`config.mk`:
```
export PLATFORM = sky130hd
export DESIGN_NAME = cam_capture_80x60
export DESIGN_NICKNAME = d
export VERILOG_FILES = /design/src/rtl/cam_pkg.sv /design/src/rtl/sync_edge.sv /design/src/rtl/cam_capture_80x60.sv
export SDC_FILE = /design/constraint.sdc
export NUM_CORES = 1
export LEC_CHECK = 0
export ABC_AREA = 0
export BUFFER_PORTS_ARGS = -buffer_cell sky130_fd_sc_hd__clkbuf_2
export CORE_MARGIN = 10
export CORE_UTILIZATION = 52
export CTS_CLUSTER_DIAMETER = 30
export CTS_CLUSTER_SIZE = 12
export DETAILED_ROUTE_END_ITERATION = 8
export PLACE_DENSITY = 0.77
export REMOVE_ABC_BUFFERS = 1
export SLEW_MARGIN = 20
export SYNTH_ARGS = -nofsm -noshare
export SYNTH_HDL_FRONTEND = slang
export SYNTH_SLANG_ARGS = --single-unit
export TNS_END_PERCENT = 5
```
`constraint.sdc`:
```
create_clock -name clk -period 2.4 [get_ports clk]
set_input_delay 0.12 -clock clk [delete_from_list [all_inputs] [get_ports clk]]
set_output_delay 0.12 -clock clk [all_outputs]
set_load 0.01 [all_outputs]
```
`src/rtl/cam_pkg.sv`:
```
// Shared constants, types and FSM encoding for the 80x60 camera capture path.
package cam_pkg;

    localparam int c_img_cols    = 80;
    localparam int c_img_rows    = 60;
    localparam int c_nb_img_pxls = 13;
    localparam int c_nb_buf      = 12;

    typedef logic [c_nb_img_pxls-1:0] addr_t;
    typedef logic [c_nb_buf-1:0]      pxl_t;

    localparam addr_t      c_img_pxls = addr_t'(c_img_cols * c_img_rows);
    localparam logic [7:0] c_cam_cols = 8'd160;
    localparam logic [6:0] c_cam_rows = 7'd120;

    // Colour field MSB positions inside a buffer word, red on top.
    localparam int c_r_msb = 11;
    localparam int c_g_msb = 7;
    localparam int c_b_msb = 3;

    localparam pxl_t       c_tp_pxl    = 12'hF00;
    localparam logic [6:0] c_tp_col_lo = 7'd40;
    localparam logic [6:0] c_tp_col_hi = 7'd47;

    typedef enum logic [1:0] {
        S_WAIT_VS = 2'd0,
        S_VS_HIGH = 2'd1,
        S_FRAME   = 2'd2
    } cap_state_t;

endpackage

```
`src/rtl/sync_edge.sv`:
```
// N-flop synchroniser with one extra history flop for rising/falling edge pulses.
module sync_edge #(
    parameter int N = 2
) (
    input  logic clk,
    input  logic rst,
    input  logic d,
    output logic q,
    output logic rise,
    output logic fall
);

    logic [N-1:0] sync_r;
    logic         q_d;

    always_ff @(posedge clk or posedge rst) begin
        if (rst) begin
            sync_r <= '0;
            q_d    <= 1'b0;
        end else begin
            sync_r <= {sync_r[N-2:0], d};
            q_d    <= sync_r[N-1];
        end
    end

    assign q    = sync_r[N-1];
    assign rise = q & ~q_d;
    assign fall = ~q & q_d;

endmodule

```
`src/rtl/cam_capture_80x60.sv`:
```
// Camera parallel-bus capture: QQVGA RGB444 decimated 2x2 into an 80x60 frame buffer.
// Build option CAPTURE_TESTPAT_EN adds tp_mode, which swaps camera pixels for a bar pattern.
//
//   state     | meaning
//   S_WAIT_VS | after reset, wait for vsync high so a partial frame is never stored
//   S_VS_HIGH | between frames, counters cleared on vsync falling
//   S_FRAME   | capturing lines; vsync rising ends the frame
module cam_capture_80x60
    import cam_pkg::*;
(
    input  logic        clk,
    input  logic        rst,
    input  logic        cam_pclk,
    input  logic        cam_vsync,
    input  logic        cam_href,
    input  logic [7:0]  cam_data,
`ifdef CAPTURE_TESTPAT_EN
    input  logic        tp_mode,
`endif
    output logic        buf_we,
    output addr_t       buf_addr,
    output pxl_t        buf_pxl,
    output logic        frame_done,
    output logic        frame_ok
);

    logic pclk_q, pclk_rise, pclk_fall;
    logic vsync_q, vsync_rise, vsync_fall;
    logic href_q, href_rise, href_fall;
    logic unused_sync;

    sync_edge #(.N(2)) u_sync_pclk (
        .clk(clk), .rst(rst), .d(cam_pclk),
        .q(pclk_q), .rise(pclk_rise), .fall(pclk_fall)
    );

    sync_edge #(.N(2)) u_sync_vsync (
        .clk(clk), .rst(rst), .d(cam_vsync),
        .q(vsync_q), .rise(vsync_rise), .fall(vsync_fall)
    );

    sync_edge #(.N(2)) u_sync_href (
        .clk(clk), .rst(rst), .d(cam_href),
        .q(href_q), .rise(href_rise), .fall(href_fall)
    );

    assign unused_sync = ^{pclk_q, pclk_fall, href_rise};

    // Data takes the same two flops as pclk, so it lines up with the detected rise.
    logic [7:0] data_s1, data_q;

    always_ff @(posedge clk or posedge rst) begin
        if (rst) begin
            data_s1 <= '0;
            data_q  <= '0;
        end else begin
            data_s1 <= cam_data;
            data_q  <= data_s1;
        end
    end

    cap_state_t state_q, state_d;
    logic       clr_frame, cap_en, end_frame;

    always_ff @(posedge clk or posedge rst) begin
        if (rst) state_q <= S_WAIT_VS;
        else     state_q <= state_d;
    end

    always_comb begin
        state_d   = state_q;
        clr_frame = 1'b0;
        cap_en    = 1'b0;
        end_frame = 1'b0;
        unique case (state_q)
            S_WAIT_VS: begin
                if (vsync_q) state_d = S_VS_HIGH;
            end
            S_VS_HIGH: begin
                if (vsync_fall) begin
                    clr_frame = 1'b1;
                    state_d   = S_FRAME;
                end
            end
            S_FRAME: begin
                if (vsync_rise) begin
                    end_frame = 1'b1;
                    state_d   = S_VS_HIGH;
                end else begin
                    cap_en = 1'b1;
                end
            end
            default: state_d = S_WAIT_VS;
        endcase
    end

    logic       byte_ph;
    logic [3:0] red_q;
    logic [7:0] col_cnt;
    logic [6:0] row_cnt;
    addr_t      wr_addr;
    logic       byte_evt, pxl_done, do_write;
    pxl_t       cam_pxl, new_pxl;

    assign byte_evt = cap_en & pclk_rise & href_q;
    assign pxl_done = byte_evt & byte_ph;

    assign cam_pxl[c_r_msb -: 4] = red_q;
    assign cam_pxl[c_g_msb -: 4] = data_q[7:4];
    assign cam_pxl[c_b_msb -: 4] = data_q[3:0];

`ifdef CAPTURE_TESTPAT_EN
    pxl_t tp_pxl;

    assign tp_pxl  = (col_cnt[7:1] >= c_tp_col_lo && col_cnt[7:1] <= c_tp_col_hi) ? c_tp_pxl : '0;
    assign new_pxl = tp_mode ? tp_pxl : cam_pxl;
`else
    assign new_pxl = cam_pxl;
`endif

    // wr_addr walks stored pixels in raster order, so it equals (row/2)*80 + col/2.
    assign do_write = pxl_done & ~row_cnt[0] & ~col_cnt[0]
                    & (col_cnt < c_cam_cols) & (row_cnt < c_cam_rows)
                    & (wr_addr < c_img_pxls);

    always_ff @(posedge clk or posedge rst) begin
        if (rst) begin
            byte_ph    <= 1'b0;
            red_q      <= '0;
            col_cnt    <= '0;
            row_cnt    <= '0;
            wr_addr    <= '0;
            buf_we     <= 1'b0;
            buf_addr   <= '0;
            buf_pxl    <= '0;
            frame_done <= 1'b0;
            frame_ok   <= 1'b0;
        end else begin
            buf_we     <= 1'b0;
            frame_done <= 1'b0;

            if (clr_frame) begin
                row_cnt <= '0;
                col_cnt <= '0;
                byte_ph <= 1'b0;
                wr_addr <= '0;
            end

            if (end_frame) begin
                frame_done <= 1'b1;
                frame_ok   <= (wr_addr == c_img_pxls);
            end

            if (cap_en) begin
                // A dangling odd byte dies here instead of pairing into the next line.
                if (!href_q) byte_ph <= 1'b0;

                if (href_fall) begin
                    col_cnt <= '0;
                    if (col_cnt != '0 && row_cnt < c_cam_rows) row_cnt <= row_cnt + 7'd1;
                end

                if (byte_evt) begin
                    byte_ph <= ~byte_ph;
                    if (!byte_ph) red_q <= data_q[3:0];
                end

                if (pxl_done && col_cnt < c_cam_cols) col_cnt <= col_cnt + 8'd1;

                if (do_write) begin
                    buf_we   <= 1'b1;
                    buf_addr <= wr_addr;
                    buf_pxl  <= new_pxl;
                    wr_addr  <= wr_addr + addr_t'(1);
                end
            end
        end
    end

endmodule

```
==> results of run 1 <==
[layout by cell type (no fill, tap or decap), drive strengths merged, types with 2 or more instances in the layout]
master	instances
o31ai	8
dlygate4sd3	12
nand2b	8
nor4	5
nand3	19
nor3b	2
dfrtp	88
and3	3
nand4	6
mux2i	2
a22o	2
or3	5
a21oi	3
ha	5
nor2	6
inv	13
nor3	4
nand2	23
and2	4
buf	4
clkinv	2
o21ai	21
a21boi	2
clkbuf	49
xnor2	2
o211ai	5
or4	3
mux2	26
[synthesized netlist by cell type, types with 2 or more instances]
master | number | area share, %
xnor2_1 | 2 | 0.49
mux2i_1 | 2 | 0.57
and2_1 | 4 | 0.71
and3_1 | 3 | 0.53
ha_1 | 5 | 1.8
nand2_1 | 23 | 2.4
o211ai_1 | 5 | 1.1
inv_1 | 10 | 1.1
a22o_1 | 2 | 0.49
o31ai_1 | 8 | 1.7
o21ai_0 | 20 | 2.8
or4_1 | 3 | 0.64
mux2_2 | 26 | 8.3
nand2b_1 | 8 | 1.4
dfrtp_1 | 88 | 62
buf_2 | 5 | 0.71
nand3_1 | 19 | 2.7
nor3_1 | 4 | 0.57
nor4_1 | 5 | 0.88
a21oi_1 | 3 | 0.42
nand4_1 | 5 | 0.88
nor2_1 | 6 | 0.64
clkbuf_1 | 7 | 0.74
nor3b_1 | 2 | 0.42
or3_1 | 5 | 0.88
[metrics by stage]
stage | utilization [%] | setup slack, ns | setup TNS, ns
floorplan | - | -0.281 | -0.789
global placement | 57.2 | 0.350 | 0
detailed placement | 57.2 | 0.328 | 0
CTS | 62.2 | 0.320 | 0
global route | 62.2 | 0.176 | 0
finish | 62.2 | 0.327 | 0
[worst register-to-register path, cell delays in order (launching register included)]
cell and delay [ns]:
dfrtp_1 0.42, and4bb_2 0.36, nand4_2 0.09, or3_1 0.42, buf_12 0.21, o31a_1 0.30
o21a_1 0.18
[layout make-up]
type                    instances  area (sq um)  area share (%)
flip-flops and latches         88          2200            52.7
clock inverters                 7          86.3            2.07
clock buffers                   9           124            2.97
multi-input cells             181          1250            29.9
inverters                      10          38.8           0.929
repair buffers                 56           375            8.99
well taps                      80           100            2.40
[metal layers]
metal / routed length, um / global-route usage [%] / vias up
met5: 0 / 0 / -
met3: 368 / 4.89 / 10
met1: 3000 / 17.1 / 1207
li1: - / - / 1156
met2: 3080 / 21.3 / 50
met4: 116 / 5.53 / 0
[power by group]
group	switching (mW)	total [mW]	internal, mW
logic	0.106	0.202	0.0960
clock network	0.560	1.06	0.505
registers	0.0441	1.60	1.55
total	0.710	2.86	2.15
[worst max-delay path by stage]
stage                           start          end  slack [ns]  cells past startpoint
2_1_floorplan              state_q[0]  wr_addr[11]       -0.28                      5
3_5_place_dp               state_q[0]   wr_addr[7]        0.33                      6
4_1_cts                    state_q[0]   wr_addr[7]        0.32                      6
6_report                   state_q[0]   wr_addr[7]        0.33                      6
5_1_grt        u_sync_vsync.sync_r[1]   row_cnt[5]        0.18                      5
3_3_place_gp               state_q[0]   wr_addr[7]        0.35                      6
[kinds of logic (layout without fill, tap and decap cells)]
family | after synthesis | count (layout) | share of synthesized area, %
compound gates | 51 | 51 | 9.44
xor+xnor | 3 | 3 | 0.742
fa+ha+maj | 5 | 5 | 1.77
buf+inv | 22 | 82 | 2.51
flops | 88 | 88 | 62.2
mux | 28 | 28 | 8.83
simple gates | 94 | 94 | 14.5
[sequential cells by signal, summed over array words and instances (netlist names), 2 cells and up]
signal               count
buf_addr                13
wr_addr                 13
buf_pxl                 12
col_cnt                  8
data_q                   8
data_s1                  8
row_cnt                  7
red_q                    4
state_q                  2
u_sync_href.sync_r       2
u_sync_pclk.sync_r       2
u_sync_vsync.sync_r      2
==> results_dict.tcl, run 1 <==
set metrics [dict create \
    layout-drive-gt1-share_pct 26.2 \
    portBuffers 40 \
    avgViaCountPerCell 5.62 \
    slew_viol_final 0 \
    synth_edf_count 0 \
    worst_slew_pin_slew_ns 0.760 \
    initial_utilization_pct 52.7 \
    timing.rr.start "state_q[0]" \
    regToRegEndpoint "wr_addr[7]" \
    relSlewSlack_pct 49.3 \
    ys_types 46 \
    grt_usage_pct 13.7 \
    peakVddDrop_uv 608 \
    synth.avg_cell_area_sq_um 12.2 \
    cts_tree "built" \
    cts.clk_slew.worst_paths_ns 0.09 \
    synthFlopType "dfrtp_1" \
    hold_depth 0 \
    setup_viol 0 \
    gp_congestion 0.777 \
    clk_latency_ns 0.36 \
    hold_buffers 12 \
    power_mw 2.86 \
    cp_max_fo 49 \
    rsz0062_at_grt "no" \
    slowest_stage "dfrtp_1" \
    fin_nets 364 \
    crit_family "simple AND/OR/NAND/NOR gates" \
    clock-sinks 88 \
    via_count 2423 \
    finalHoldViolations 0 \
    critPathRequiredTime_ns 2.65 \
    worst_setup_path_start_kind "flip-flop" \
    n_fill_cell 532 \
    fin_area_sq_um 4180 \
    hp-class "flip-flop to flip-flop" \
    syn-cell-area_sq_um 3540 \
    ys_seq_area_share_pct 62.2 \
    holdWs_ns 0.352 \
    worstSetupPathType "flip-flop to flip-flop" \
    drtIter0Drc 78 \
    syn-instance-count 291 \
    status "finished, final reports clean" \
    finalCritPeriodShare_pct 86.4 \
    cts_buffer_depth 2 \
    final_antenna_net_count 0 \
    clock_skew_ns 0.00973 \
    reg2reg_depth 6 \
    drc 0 \
    diodes 0 \
    cp.arrival_ns 2.32 \
    die_y_um 103 \
    yosysWarnings 0 \
    routed_wl_um 6560 \
    postCtsSetupBuffers 0 \
    min_period_ns 2.07 \
    reg2reg_slack_ns 0.33 \
    ys_ff_latch 88 \
    core_sq_um 6720 \
    final_cells 431 \
    leakagePower_nw 1.98 \
    pin_count 41 \
    cts_buffers 9 \
    synthArstFlopShare_pct 100 \
    die_w_um 103 \
    critical-path-max-stage-delay_ns 0.42 \
    dpl_cell_area_sq_um 3850 \
    area_growth_pct 18.0 \
    cp_cell_sequence "and4bb_2 > nand4_2 > or3_1 > buf_12 > o31a_1 > o21a_1" \
    cp-end-kind "flip-flop" \
    grt_pass1_vias 2490 \
    dieArea_sq_um 10500 \
    grt_antenna_before_repair 0 \
    grt_overflow 0 \
    wl_per_cell_um 15.2 \
    num_rows 30 \
    hp-start "data_s1[2]" \
    drv_cap 0 \
    ctsResizeCount 0 \
    path_buf_inv 1 \
    grt_max_degree 50 \
    power.density_nw_per_um2 686 \
    worstHoldEndpoint "data_q[2]" \
    cts.htree.levels 3 \
    grt_pass1_wl_um 11500 \
    timing.fmax_mhz 482 \
    clockRootBuffer "clkbuf_8" \
    dr.pass1.iters 6 \
    placed_cells 403 \
    dp.final_hpwl_um 4520 \
]
Power figures use the tool's default switching activity.
==> inputs of run 2 (changes only) <==
--- a/config.mk
+++ b/config.mk
@@ -14,6 +14,7 @@
 export DETAILED_ROUTE_END_ITERATION = 8
 export PLACE_DENSITY = 0.77
 export REMOVE_ABC_BUFFERS = 1
+export SETUP_SLACK_MARGIN = 0.5
 export SLEW_MARGIN = 20
 export SYNTH_ARGS = -nofsm -noshare
 export SYNTH_HDL_FRONTEND = slang
==> run 2 against run 1 <==
Compared with the run above: core utilization up 2.3 points; largest cell class unchanged; count of clock-buffer cells in the layout unchanged; global-route usage is 0.61 points higher; critical path depth stayed put; register-to-register slack better by 0.02 ns; maximum frequency is 0.93% higher; sequential share of layout area decreased by 1.8 points; cell count rose by 1.4%; clock skew increased by 0.0010 ns; sequential power hardly changed; clock power about the same; critical path type unchanged; flip-flop and latch count is the same.
==> results_dict.tcl, run 2 (same netlist as run 1, synthesis figures left out) <==
set metrics [dict create \
    min_period_ns 2.05 \
    switching_share_pct 24.9 \
    pre_cts_ws_ns 0.328 \
    power.density_nw_per_um2 664 \
    critical-path-max-stage-delay_ns 0.45 \
    holdWs_ns 0.352 \
    clockRootBuffer "clkbuf_8" \
    dp.final_hpwl_um 4520 \
    wl_per_cell_um 16.0 \
    cts.clk_slew.worst_paths_ns 0.09 \
    grt_pass1_wl_um 12000 \
    avgViaCountPerCell 5.63 \
    via_count 2461 \
    drv_cap 0 \
    mostFrequentLayoutCell "dfrtp_1" \
    cp-end-kind "flip-flop" \
    cts_buffers 9 \
    worst_slew_pin_slew_ns 0.760 \
    reg2reg_slack_ns 0.35 \
    cts_buffer_depth 2 \
    status "finished, final reports clean" \
    cts_tree "built" \
    worst_setup_path_start_kind "flip-flop" \
    core_sq_um 6720 \
    finalCritPeriodShare_pct 85.6 \
    critPathLaunch "wr_addr[11]" \
    critPathRequiredTime_ns 2.63 \
    p_int_mw 2.16 \
    finalHoldViolations 0 \
    gp_congestion 0.777 \
    slew_viol_final 0 \
    clock_skew_ns 0.0108 \
    cp.arrival_ns 2.29 \
    initial_utilization_pct 52.7 \
    final_core_util_pct 64.5 \
    p_sw_uw 715 \
    die_y_um 103 \
    relSlewSlack_pct 49.3 \
    grt_antenna_before_repair 0 \
    n_fill_cell 501 \
    layout-drive-gt1-share_pct 30.0 \
    reg2reg_depth 6 \
    regToRegEndpoint "wr_addr[11]" \
    p_seq_share_pct 55.6 \
    timing.fmax_mhz 487 \
    hp-class "flip-flop to flip-flop" \
    grt_max_degree 48 \
    grt_overflow 0 \
    reg.largest.list "buf_addr: 13 flops, wr_addr: 13 flops, buf_pxl: 12 flops" \
    clk_latency_ns 0.36 \
    leakagePower_nw 2.06 \
    cp_max_fo 8 \
    mostFrequentLayoutCells "dfrtp_1 (87), clkbuf_2 (40), mux2_2 (25)" \
    cp_cell_sequence "o31ai_1 > a22oi_1 > or3_4 > buf_12 > o31ai_1 > a21boi_1" \
    p_clk_share_pct 37.0 \
    drc 0 \
    peakVddDrop_uv 605 \
    grt_usage_pct 14.4 \
    dieArea_sq_um 10500 \
    slowest_stage "dfrtp_2" \
    fin_nets 370 \
    die_w_um 103 \
    routed_wl_um 7010 \
    cp_common_cell "o31ai_1" \
    clock-sinks 88 \
    area_growth_pct 22.3 \
    p_comb_share_pct 7.4 \
    drtIter0Drc 140 \
    timing.rr.start "wr_addr[11]" \
    postLayoutSetupSlackWorst_ns 0.346 \
    grt_pass1_vias 2554 \
    worstSetupPathType "flip-flop to flip-flop" \
    final_antenna_net_count 0 \
    diodes 0 \
    pin_count 41 \
    dr.pass1.iters 4 \
    rsz0062_at_grt "yes" \
    setup_viol 0 \
    num_rows 30 \
    portBuffers 40 \
    cts.htree.levels 3 \
    endpoint "wr_addr[11]" \
]
==> run 2: cell types whose count changed in the layout (fill, tap and decap cells not counted), sizes merged <==
cell | before | now
buf | 4 | 9
bufbuf | 0 | 1
==> run 2: repair_timing <==
item                                    in CTS  in global routing
endpoints found under the setup margin      14                 42
endpoints found under the hold margin       57                  0
cloned                                       2                  0
pin swaps                                    5                  7
hold buffers                                12                  0
buffers inserted                             2                  2
resized for setup                            2                 12
==> run 2: per-layer routing <==
metal	vias up	track usage (%)	share of wire (%)
met2	57	22.8	49
met5	-	0	0
met1	1222	17.6	43
met4	0	5.64	1.8
li1	1170	-	-
met3	12	4.96	6.0
==> run 2: power by group through the flow <==
stage	clock, mW	combinational (mW)	sequential, mW
after floorplan	0	0.111	1.63
after global placement	0	0.185	1.62
after detailed placement	0	0.191	1.63
after CTS	1.08	0.212	1.60
after global routing	1.16	0.239	1.61
final	1.06	0.213	1.60
==> run 2: worst max-delay path: cells and delay by family (launching register included) <==
family,cells,cell delay [ns]
AOI/OAI and AO/OA,4,0.91
DFF,1,0.45
and+or+nand+nor,1,0.41
buffers and inverters,1,0.15
==> run 2: metrics by stage <==
stage | power [mW] | std cells | setup TNS (ns) | cell area (sq um)
final | 2.88 | 437 | 0 | 4330
after global routing | 3.00 | 437 | 0 | 4330
after CTS | 2.89 | 435 | 0 | 4270
after detailed placement | 1.82 | 403 | 0 | 3850
after global placement | 1.81 | 403 | 0 | 3850
after floorplan | 1.74 | 279 | -0.789 | 3490
==> run 2: final cells by class <==
| class | instances | area, sq um | share of cell area (%) |
|---|---|---|---|
| sequential | 88 | 2200 | 50.9 |
| multi-input combinational | 181 | 1300 | 29.9 |
| timing repair buffer | 62 | 482 | 11.1 |
| clock buffer | 9 | 124 | 2.86 |
| tap | 80 | 100 | 2.31 |
| clock inverter | 7 | 86.3 | 1.99 |
| inverter | 10 | 38.8 | 0.896 |
==> run 2: how the worst min path moves through the flow <==
stage	start	endpoint	slack, ns	cells past startpoint
2_1_floorplan	cam_data[0]	data_s1[0]	0.15	0
3_3_place_gp	cam_pclk	u_sync_pclk.sync_r[0]	0.23	1
3_5_place_dp	cam_pclk	u_sync_pclk.sync_r[0]	0.23	1
4_1_cts	data_s1[2]	data_q[2]	0.36	0
5_1_grt	data_s1[2]	data_q[2]	0.36	0
6_report	data_s1[2]	data_q[2]	0.35	0
